[src/rtl/shift_rows_pipe.sv]
// AES/Rijndael ShiftRows behind a 1- or 2-stage valid/ready pipeline.
// Define SHIFT_ROWS_INV_EN to build InvShiftRows, selected per block by in_inv.
module shift_rows_pipe #(
    parameter int unsigned NB     = 4,
    parameter int unsigned STAGES = 1
) (
    input  logic              clk,
    input  logic              rst_n,
    input  logic              in_valid,
    output logic              in_ready,
    input  logic [32*NB-1:0]  in_data,
    input  logic              in_inv,
    output logic              out_valid,
    input  logic              out_ready,
    output logic [32*NB-1:0]  out_data,
    output logic [15:0]       blk_cnt
);
    localparam int unsigned W = 32 * NB;

    if (!(NB == 4 || NB == 6 || NB == 8)) begin : g_bad_nb
        $error("shift_rows_pipe: NB must be 4, 6 or 8");
    end
    if (!(STAGES == 1 || STAGES == 2)) begin : g_bad_stages
        $error("shift_rows_pipe: STAGES must be 1 or 2");
    end

    logic [W-1:0] perm_c;
    logic         v1_q, v1_d;
    logic [W-1:0] d1_q, d1_d;
    logic         adv1_c;
    logic         rdy1_c;
    logic [15:0]  cnt_q, cnt_d;

`ifndef SHIFT_ROWS_INV_EN
    logic unused_inv;
    assign unused_inv = in_inv;
`endif

    // Byte-level row rotation; byte k = 4*c+r sits at the MSB end for k = 0
    for (genvar c = 0; c < NB; c++) begin : g_col
        for (genvar r = 0; r < 4; r++) begin : g_row
            localparam int unsigned OFF = (NB == 8 && r >= 2) ? r + 1 : r;
            localparam int unsigned FWD = (c + OFF) % NB;
`ifdef SHIFT_ROWS_INV_EN
            localparam int unsigned INV = (c + NB - OFF) % NB;
            assign perm_c[W-1-8*(4*c+r) -: 8] = in_inv ? in_data[W-1-8*(4*INV+r) -: 8]
                                                       : in_data[W-1-8*(4*FWD+r) -: 8];
`else
            assign perm_c[W-1-8*(4*c+r) -: 8] = in_data[W-1-8*(4*FWD+r) -: 8];
`endif
        end
    end

    // Optional second stage only holds data; adv1_c says whether stage 1 may drain
    if (STAGES == 2) begin : g_two
        logic         v2_q, v2_d;
        logic [W-1:0] d2_q, d2_d;

        assign adv1_c = !v2_q || out_ready;

        always_comb begin
            v2_d = v2_q;
            d2_d = d2_q;
            if (adv1_c) begin
                v2_d = v1_q;
                if (v1_q) d2_d = d1_q;
            end
        end

        always_ff @(posedge clk or negedge rst_n) begin
            if (!rst_n) begin
                v2_q <= 1'b0;
                d2_q <= '0;
            end else begin
                v2_q <= v2_d;
                d2_q <= d2_d;
            end
        end

        assign out_valid = v2_q;
        assign out_data  = d2_q;
    end else begin : g_one
        assign adv1_c    = out_ready;
        assign out_valid = v1_q;
        assign out_data  = d1_q;
    end

    assign rdy1_c   = !v1_q || adv1_c;
    assign in_ready = rdy1_c;
    assign blk_cnt  = cnt_q;

    always_comb begin
        v1_d  = v1_q;
        d1_d  = d1_q;
        cnt_d = cnt_q;
        if (rdy1_c) begin
            v1_d = in_valid;
            if (in_valid) d1_d = perm_c;
        end
        if (out_valid && out_ready) cnt_d = cnt_q + 16'd1;
    end

    always_ff @(posedge clk or negedge rst_n) begin
        if (!rst_n) begin
            v1_q  <= 1'b0;
            d1_q  <= '0;
            cnt_q <= '0;
        end else begin
            v1_q  <= v1_d;
            d1_q  <= d1_d;
            cnt_q <= cnt_d;
        end
    end

endmodule

[config.mk]
export PLATFORM = sky130hd
export DESIGN_NAME = shift_rows_pipe
export DESIGN_NICKNAME = d
export VERILOG_FILES = /design/src/rtl/shift_rows_pipe.sv
export SDC_FILE = /design/constraint.sdc
export NUM_CORES = 1
export LEC_CHECK = 0
export CAP_MARGIN = 10
export CELL_PAD_IN_SITES_DETAIL_PLACEMENT = 1
export CELL_PAD_IN_SITES_GLOBAL_PLACEMENT = 1
export CORE_ASPECT_RATIO = 1.4
export CORE_UTILIZATION = 33
export CTS_BUF_LIST = sky130_fd_sc_hd__clkbuf_16
export DETAILED_ROUTE_END_ITERATION = 8
export PLACE_DENSITY_LB_ADDON = 0.1
export SYNTH_ARGS = -nofsm -noshare
export SYNTH_HDL_FRONTEND = slang
export SYNTH_SLANG_ARGS = --single-unit
[constraint.sdc]
create_clock -name clk -period 1.49 [get_ports clk]
set_input_delay 0.3725 -clock clk [delete_from_list [all_inputs] [get_ports clk]]
set_output_delay 0.3725 -clock clk [all_outputs]
set_load 0.05 [all_outputs]
==> results of run 1 <==
==> synthesized netlist by cell type, types with 2 or more instances <==
| library cell | instances |
|---|---|
| and3_1 | 2 |
| and4_1 | 2 |
| buf_12 | 11 |
| buf_6 | 3 |
| dfrtp_1 | 145 |
| mux2_2 | 9 |
| mux2_4 | 120 |
| nand2_1 | 4 |
| nand3_1 | 7 |
| nand4_1 | 4 |
| xnor2_1 | 13 |
| xor2_1 | 2 |
==> metal layers <==
metal / global-route usage / routed length [um] / vias to the layer above
met2: 0.359 / 10100 / 169
met1: 0.216 / 6220 / 2029
met4: 0.0944 / 520 / 0
met5: 0 / 0 / -
met3: 0.0651 / 1380 / 27
li1: - / - / 1743
==> flip-flops by register name, summed over array words and instances (netlist names) <==
register,count
out_data,128
blk_cnt,16
out_valid,1
==> metrics by stage <==
step	instance area (um^2)	setup WS (ps)	power [uW]	hold slack, ps	TNS [ps]
3_5_place_dp	10600	-399	11800	297	-49190
5_1_grt	11300	-39.8	16900	440	-78.0
4_1_cts	11300	-28.2	16600	431	-54.0
3_3_place_gp	10600	-351	11700	285	-44600
6_report	11300	-0.206	16400	431	-0.206
2_1_floorplan	6100	-103	8200	76.9	-12260
==> cell families (layout without fill, tap and decap cells) <==
logic type / count (synthesis) / in the layout / share of synthesized area
xor gates and xnor gates: 15 / 15 / 0.0216
adders and majority gates: 1 / 1 / 0.00206
buffers and inverters: 14 / 326 / 0.0417
DFF: 145 / 145 / 0.596
muxes: 129 / 129 / 0.313
other: 0 / 2 / 0
and+or+nand+nor: 25 / 25 / 0.0259
==> where the power goes <==
group          internal [uW]  switching [uW]
clock                   2970            1710
combinational           3400            2980
sequential              4550             762
==> layout make-up <==
class                      instances  area share
antenna                            2    0.000445
clock buffer                      17      0.0378
clock inverter                    15      0.0192
multi-input combinational        170       0.197
sequential                       145       0.323
tap                              240      0.0267
timing repair buffer             294       0.396
==> how the worst max path moves through the flow <==
stage | to | slack, ps | cells after the start
CTS | out_valid | -30 | 2
global placement | out_data[120]$_DFFE_PN0P_ | -350 | 5
finish | out_valid | -0.2 | 2
global route | in_ready | -40 | 2
floorplan | out_data[0]$_DFFE_PN0P_ | -100 | 5
detailed placement | blk_cnt[8]$_DFFE_PN0P_ | -400 | 6
==> worst max-delay path, stage by stage (launching register included) <==
cell     delay, ps
dfrtp_2        430
buf_6          140
buf_12         140
==> timing repair <==
action / 4_1_cts / 5_1_grt
buffers inserted: 1 / 0
hold endpoints to repair: 27 / 0
resized for setup: 2 / 0
hold buffers: 1 / 0
setup endpoints to repair: 2 / 2
pin swaps: 0 / 0
==> flow_summary_export.csv, run 1 <==
group,metric,value,unit
status,status,"finished with violations",
status,violations,"negative setup slack",
clock_tree,clock_tree.root_cell,"clkbuf_16",
sta,period_needed,1490,ps
floorplanning,initial_core_util,0.338,
yosys,avgSynthCellArea,18.5,um^2
place,hpwl,13.8,mm
floorplanning,num_io_pins,279,
global_routing,grt_pass1_wl,28.1,mm
drt,dr.pass1.iters,4,
clock_tree,clock_latency,410,ps
drt,drtIter0Drc,112,
yosys,synthFlopType,"dfrtp_1",
critical_path,endpoint_kind,"output port",
critical_path,cp.arrival,1120,ps
final_layout,area_growth,84.9,%
floorplanning,die_y,163,um
final_layout,seqCellArea,3640,um^2
global_routing,overflow,0,
critical_path,start_kind,"flop",
place,numPortBuffers,277,
drt,ant_nets,0,
clock_tree,cts-htree-levels,4,
sta,relSlewSlack,0.759,
critical_path,r2r-start,"blk_cnt[5]$_DFFE_PN0P_",
critical_path,rrSetupSlack,100,ps
pwr,ir_worst_vdd,0.927,mV
yosys,yosys.area.top_type,"dfrtp_1",
clock_tree,cts_sinks,145,
critical_path,cp_max_fo,5,
sta,finalCritPeriodShare,1.00,
sta,fin_ws,-0.206,ps
pwr,leakage,0.00520,uW
final_layout,multi_input_area,2210,um^2
global_routing,grt_pass1_vias,4725,
sta,rsz0062_at_grt,"true",
drt,post-route-drc-count,0,
drt,vias,3968,
critical_path,rr_worst_depth,4,
floorplanning,dieArea,19000,um^2
yosys,synth_area,6090,um^2
place,post-place-cells,849,
yosys,synth-edff-count,0,
yosys,syn-instance-count,329,
final_layout,instances_no_fill,883,
sta,slew_viol_final,0,
yosys,synth.top_cell.area_share,0.596,
global_routing,grt_max_degree,39,
yosys,ys_ff_latch,145,
final_layout,post-route-util,0.625,
sta,worst_slew_pin_slew,362,ps
global_routing,antenna_found_initial,2,
drt,vias_per_cell,4.49,
yosys,syn_nets,463,
sta,fmax,0.671,GHz
final_layout,layout_commonest_cell,"buf_12",
floorplanning,core,18000,um^2
yosys,yosysSeqAreaShare,0.596,
sta,clock-skew-final,7.34,ps
pwr,powerDensity,1450,nW/um^2
clock_tree,cts_buffers,17,
final_layout,finalNetCount,762,
final_layout,mostFrequentLayoutCells,"153 x buf_12, 135 x dfrtp_1, 129 x clkdlybuf4s50_1",
yosys,synthArstFlopShare,1.00,
hold_path,hold_class,"input pin to asynchronous set/reset pin",
sta,setup_viol,1,
place,gp_congestion,0.720,
yosys,yosys_warnings,0,
final_layout,drive_gt1_frac,0.521,
clock_tree,cts_tree,"done",
floorplanning,die_x,117,um
critical_path,worst_ep_required_time,1120,ps
drt,wl,18.3,mm
final_layout,nFillCells,1633,
clock_tree,path_clk_slew,60,ps
critical_path,reg2reg_to,"blk_cnt[15]$_DFFE_PN0P_",
sta,hold_viol,0,
yosys,synth_cell_types,19,
clock_tree,clockBufferDepth,2,
global_routing,grt_usage,0.203,
drt,wl_per_cell,20.7,um
floorplanning,rows,58,
job,drv_cap,0,
critical_path,path_class,"flop to output port",
critical_path,crit_start,"out_valid$_DFFE_PN0P_",
yosys,synth_area_leaders,"dfrtp_1 60%, mux2_4 30%, buf_12 3.6%, xnor2_1 1.9%, mux2_2 1.7%",
Note: power is estimated with default switching activity, not from simulation.
==> run 2: changes to the inputs <==
--- a/config.mk
+++ b/config.mk
@@ -9,6 +9,7 @@
 export CELL_PAD_IN_SITES_DETAIL_PLACEMENT = 1
 export CELL_PAD_IN_SITES_GLOBAL_PLACEMENT = 1
 export CORE_ASPECT_RATIO = 1.4
+export CORE_MARGIN = 8
 export CORE_UTILIZATION = 33
 export CTS_BUF_LIST = sky130_fd_sc_hd__clkbuf_16
 export DETAILED_ROUTE_END_ITERATION = 8
==> flow_summary_export.csv, run 2 (synthesized netlist as in run 1, its figures left out) <==
group,metric,value,unit
floorplanning,die_y,177,um
critical_path,endpoint_kind,"output port",
global_routing,grt_pass1_wl,29.7,mm
sta,worst_slew_pin_slew,328,ps
final_layout,largest_reg_flops,128,
sta,hold_viol,0,
global_routing,grt_max_degree,42,
sta,rsz0062_at_grt,"true",
clock_tree,clock_tree.root_cell,"clkbuf_16",
sta,fmax,0.662,GHz
place,post-place-cells,864,
global_routing,overflow,0,
final_layout,post-route-util,0.622,
drt,drtIter0Drc,80,
final_layout,mostFrequentLayoutCells,"157 x buf_12, 134 x dfrtp_1, 129 x clkdlybuf4s50_1",
clock_tree,cts_tree,"done",
drt,vias_per_cell,4.43,
final_layout,layout_commonest_cell,"buf_12",
critical_path,start_kind,"flop",
critical_path,rr_worst_depth,5,
pwr,ir_worst_vdd,0.882,mV
final_layout,instances_no_fill,905,
global_routing,grt_usage,0.174,
sta,slew_viol_final,0,
critical_path,reg2reg_to,"out_data[43]$_DFFE_PN0P_",
final_layout,nFillCells,1668,
status,violations,"negative setup slack",
clock_tree,cts-htree-levels,4,
clock_tree,cts_buffers,17,
drt,ant_nets,0,
global_routing,antenna_found_initial,2,
critical_path,rrSetupSlack,-10,ps
sta,period_needed,1510,ps
final_layout,finalNetCount,780,
global_routing,grt_pass1_vias,4699,
floorplanning,core,18300,um^2
sta,fin_ws,-20.4,ps
final_layout,drive_gt1_frac,0.539,
drt,post-route-drc-count,0,
critical_path,cp.arrival,1140,ps
clock_tree,clockBufferDepth,2,
clock_tree,cts_sinks,145,
floorplanning,initial_core_util,0.332,
final_layout,area_growth,87.1,%
sta,finalCritPeriodShare,1.01,
pwr,leakage,0.00527,uW
floorplanning,num_io_pins,279,
sta,setup_viol,12,
critical_path,worst_ep_required_time,1120,ps
place,gp_congestion,0.744,
floorplanning,rows,59,
status,status,"finished with violations",
sta,clock-skew-final,7.61,ps
hold_path,hold_class,"input pin to asynchronous set/reset pin",
drt,wl_per_cell,21.5,um
critical_path,cp_max_fo,3,
drt,dr.pass1.iters,3,
clock_tree,clock_latency,420,ps
drt,vias,4011,
place,hpwl,15.3,mm
clock_tree,path_clk_slew,60,ps
sta,relSlewSlack,0.782,
pwr,powerDensity,1400,nW/um^2
place,numPortBuffers,277,
critical_path,path_class,"flop to output port",
floorplanning,die_x,131,um
job,drv_cap,0,
floorplanning,dieArea,23100,um^2
drt,wl,19.5,mm
sta,hold_slack,391,ps
critical_path,r2r-start,"out_valid$_DFFE_PN0P_",
-- run 2: final cells by class --
class / instances / area, um^2 / share of cell area
Tap cell: 244 / 305 / 0.0268
Sequential cell: 145 / 3640 / 0.320
Clock buffer: 17 / 425 / 0.0374
Clock inverter: 15 / 149 / 0.0131
Timing Repair Buffer: 312 / 4640 / 0.408
Multi-Input combinational cell: 170 / 2220 / 0.195
Antenna cell: 2 / 5.00 / 0.000439
-- run 2: what timing repair did --
action / 4_1_cts / 5_1_grt
setup endpoints to repair: 4 / 9
hold buffers: 1 / 0
resized for setup: 3 / 4
setup buffers: 3 / 5
hold endpoints to repair: 26 / 0
pin swaps: 0 / 2
-- run 2: worst max path at each step --
stage                                      from                         to  slack, ps  cells past startpoint
after floorplan           out_valid$_DFFE_PN0P_    out_data[0]$_DFFE_PN0P_       -100                      5
after global placement                out_ready  out_data[118]$_DFFE_PN0P_       -360                      5
after detailed placement              out_ready  out_data[103]$_DFFE_PN0P_       -380                      5
after CTS                 out_valid$_DFFE_PN0P_                   in_ready        -70                      2
after global routing      out_valid$_DFFE_PN0P_                   in_ready        -70                      2
final                     out_valid$_DFFE_PN0P_                   in_ready        -20                      2
-- run 2: routing by layer --
layer  track usage  part of all wire
met5             0                 0
met4        0.0600             0.012
met3        0.0709             0.084
met2         0.310              0.56
met1         0.177              0.34
-- run 2: worst max-delay path: stages, from the launching register on --
cell	delay (ps)
dfrtp_2	450
nand2b_4	120
buf_12	140
-- run 2: through the flow --
| stage | instance area, um^2 | setup slack, ps | power (uW) | setup TNS (ps) |
|---|---|---|---|---|
| floorplan | 6100 | -103 | 8200 | -12260 |
| CTS | 11300 | -68.3 | 16100 | -70.4 |
| detailed placement | 10700 | -375 | 11900 | -47920 |
| finish | 11400 | -20.4 | 15900 | -53.3 |
| global placement | 10700 | -363 | 11700 | -47120 |
| global route | 11400 | -67.9 | 16500 | -4700 |
-- run 2: report_power, final --
group | switching [uW] | leakage (uW) | internal (uW) | total [uW]
clock network | 1700 | 0.000275 | 2450 | 4150
logic | 3000 | 0.00328 | 3460 | 6460
registers | 743 | 0.00171 | 4550 | 5290
==> run 3: changes to the inputs <==
--- a/config.mk
+++ b/config.mk
@@ -13,7 +13,9 @@
 export CORE_UTILIZATION = 33
 export CTS_BUF_LIST = sky130_fd_sc_hd__clkbuf_16
 export DETAILED_ROUTE_END_ITERATION = 8
+export GPL_TIMING_DRIVEN = 1
 export PLACE_DENSITY_LB_ADDON = 0.1
+export SKIP_CTS_REPAIR_TIMING = 1
 export SYNTH_ARGS = -nofsm -noshare
 export SYNTH_HDL_FRONTEND = slang
 export SYNTH_SLANG_ARGS = --single-unit
==> flow_summary_export.csv, run 3 (synthesized netlist as in run 1, its figures left out) <==
group,metric,value,unit
hold_path,hold_class,"input pin to asynchronous set/reset pin",
final_layout,seqCellArea,3640,um^2
drt,wl,19.7,mm
clock_tree,clock_latency,420,ps
status,status,"finished with violations",
job,drv_cap,0,
place,numPortBuffers,277,
critical_path,start_kind,"flop",
floorplanning,rows,59,
critical_path,path_class,"flop to output port",
critical_path,worst_ep_required_time,1120,ps
pwr,ir_worst_vdd,0.874,mV
place,placed_area,10700,um^2
sta,fin_ws,-62.4,ps
clock_tree,cts_buffers,17,
final_layout,drive_gt1_frac,0.542,
final_layout,finalNetCount,783,
final_layout,largest_reg_flops,128,
global_routing,grt_usage,0.174,
place,hpwl,15.3,mm
place,gp_congestion,0.744,
sta,rsz0062_at_grt,"true",
status,violations,"negative setup slack",
final_layout,area_growth,87.6,%
clock_tree,path_clk_slew,60,ps
sta,relSlewSlack,0.778,
drt,vias_per_cell,4.44,
critical_path,cp.arrival,1180,ps
critical_path,cp_cell_sequence,"nand2b_4 -> buf_6 -> buf_12",
drt,wl_per_cell,21.7,um
sta,worst_slew_pin_slew,334,ps
drt,ant_nets,0,
final_layout,multi_input_area,2220,um^2
floorplanning,dieArea,23100,um^2
global_routing,grt_max_degree,42,
pwr,powerDensity,1400,nW/um^2
clock_tree,cts-htree-levels,4,
clock_tree,cts_tree,"done",
global_routing,antenna_found_initial,2,
floorplanning,die_x,131,um
critical_path,endpoint_kind,"output port",
clock_tree,cts_sinks,145,
final_layout,mostFrequentLayoutCells,"156 x buf_12, 134 x dfrtp_1, 129 x clkdlybuf4s50_1",
drt,vias,4027,
floorplanning,initial_core_util,0.332,
critical_path,crit_path_top_delay_cell,"dfrtp_2",
global_routing,grt_pass1_vias,4696,
pwr,leakage,0.00528,uW
global_routing,overflow,0,
sta,clock-skew-final,7.64,ps
sta,setup_viol,3,
drt,post-route-drc-count,0,
sta,hold_viol,0,
floorplanning,die_y,177,um
critical_path,rrSetupSlack,0,ps
place,preCtsSetupSlack,-375,ps
clock_tree,clock_tree.root_cell,"clkbuf_16",
final_layout,nFillCells,1667,
critical_path,max_stage_delay,450,ps
final_layout,design_area,11400,um^2
drt,dr.pass1.iters,4,
critical_path,path_delay_family,"flip-flops",
sta,hold_slack,413,ps
global_routing,grt_pass1_wl,29.6,mm
floorplanning,num_io_pins,279,
sta,finalCritPeriodShare,1.04,
clock_tree,clockBufferDepth,2,
final_layout,post-route-util,0.624,
sta,slew_viol_final,0,
sta,fmax,0.644,GHz
sta,period_needed,1550,ps
floorplanning,core,18300,um^2
drt,drtIter0Drc,94,
critical_path,cp_max_fo,3,
final_layout,layout_commonest_cell,"buf_12",
critical_path,critPathBufInv,2,
## run 3: final timing paths
path / from / endpoint / cells past startpoint
setup reg to reg: out_valid$_DFFE_PN0P_ / out_data[43]$_DFFE_PN0P_ / 5
setup / recovery: out_valid$_DFFE_PN0P_ / in_ready / 3
max in group asynchronous: rst_n / out_data[66]$_DFFE_PN0P_ / 3
hold / removal: rst_n / out_data[123]$_DFFE_PN0P_ / 2
hold reg to reg: blk_cnt[15]$_DFFE_PN0P_ / blk_cnt[15]$_DFFE_PN0P_ / 1
min in group clk: out_ready / blk_cnt[2]$_DFFE_PN0P_ / 4
## run 3: layout make-up
class / count / area share
sequential: 145 / 0.319
antenna: 2 / 0.000438
clock buffer: 17 / 0.0373
timing repair buffer: 315 / 0.409
tap: 244 / 0.0267
clock inverter: 15 / 0.0130
multi-input combinational: 170 / 0.195
## run 3: per-stage QoR
stage	setup TNS (ps)	total power, uW	instances
after global routing	-3400	16500	908
after CTS	-278	16100	896
after detailed placement	-47920	11900	864
after global placement	-47120	11700	864
after floorplan	-12260	8200	329
final	-64.2	15900	908
## run 3: layer usage
metal,track usage,part of all wire
met3,0.0709,0.082
met1,0.177,0.34
met4,0.0600,0.011
met5,0,0
met2,0.310,0.56
## run 3: report_power, final
group / internal (uW) / switching [uW]
clock network: 2450 / 1700
logic: 3470 / 3010
registers: 4550 / 745
total: 10500 / 5460
## run 3: worst register-to-register path: cells and delay by family (launching register included)
family | cells | cell delay, ps
buffers and inverters | 2 | 380
flip-flops | 1 | 420
multiplexers | 1 | 330
AND/OR/NAND/NOR | 2 | 260
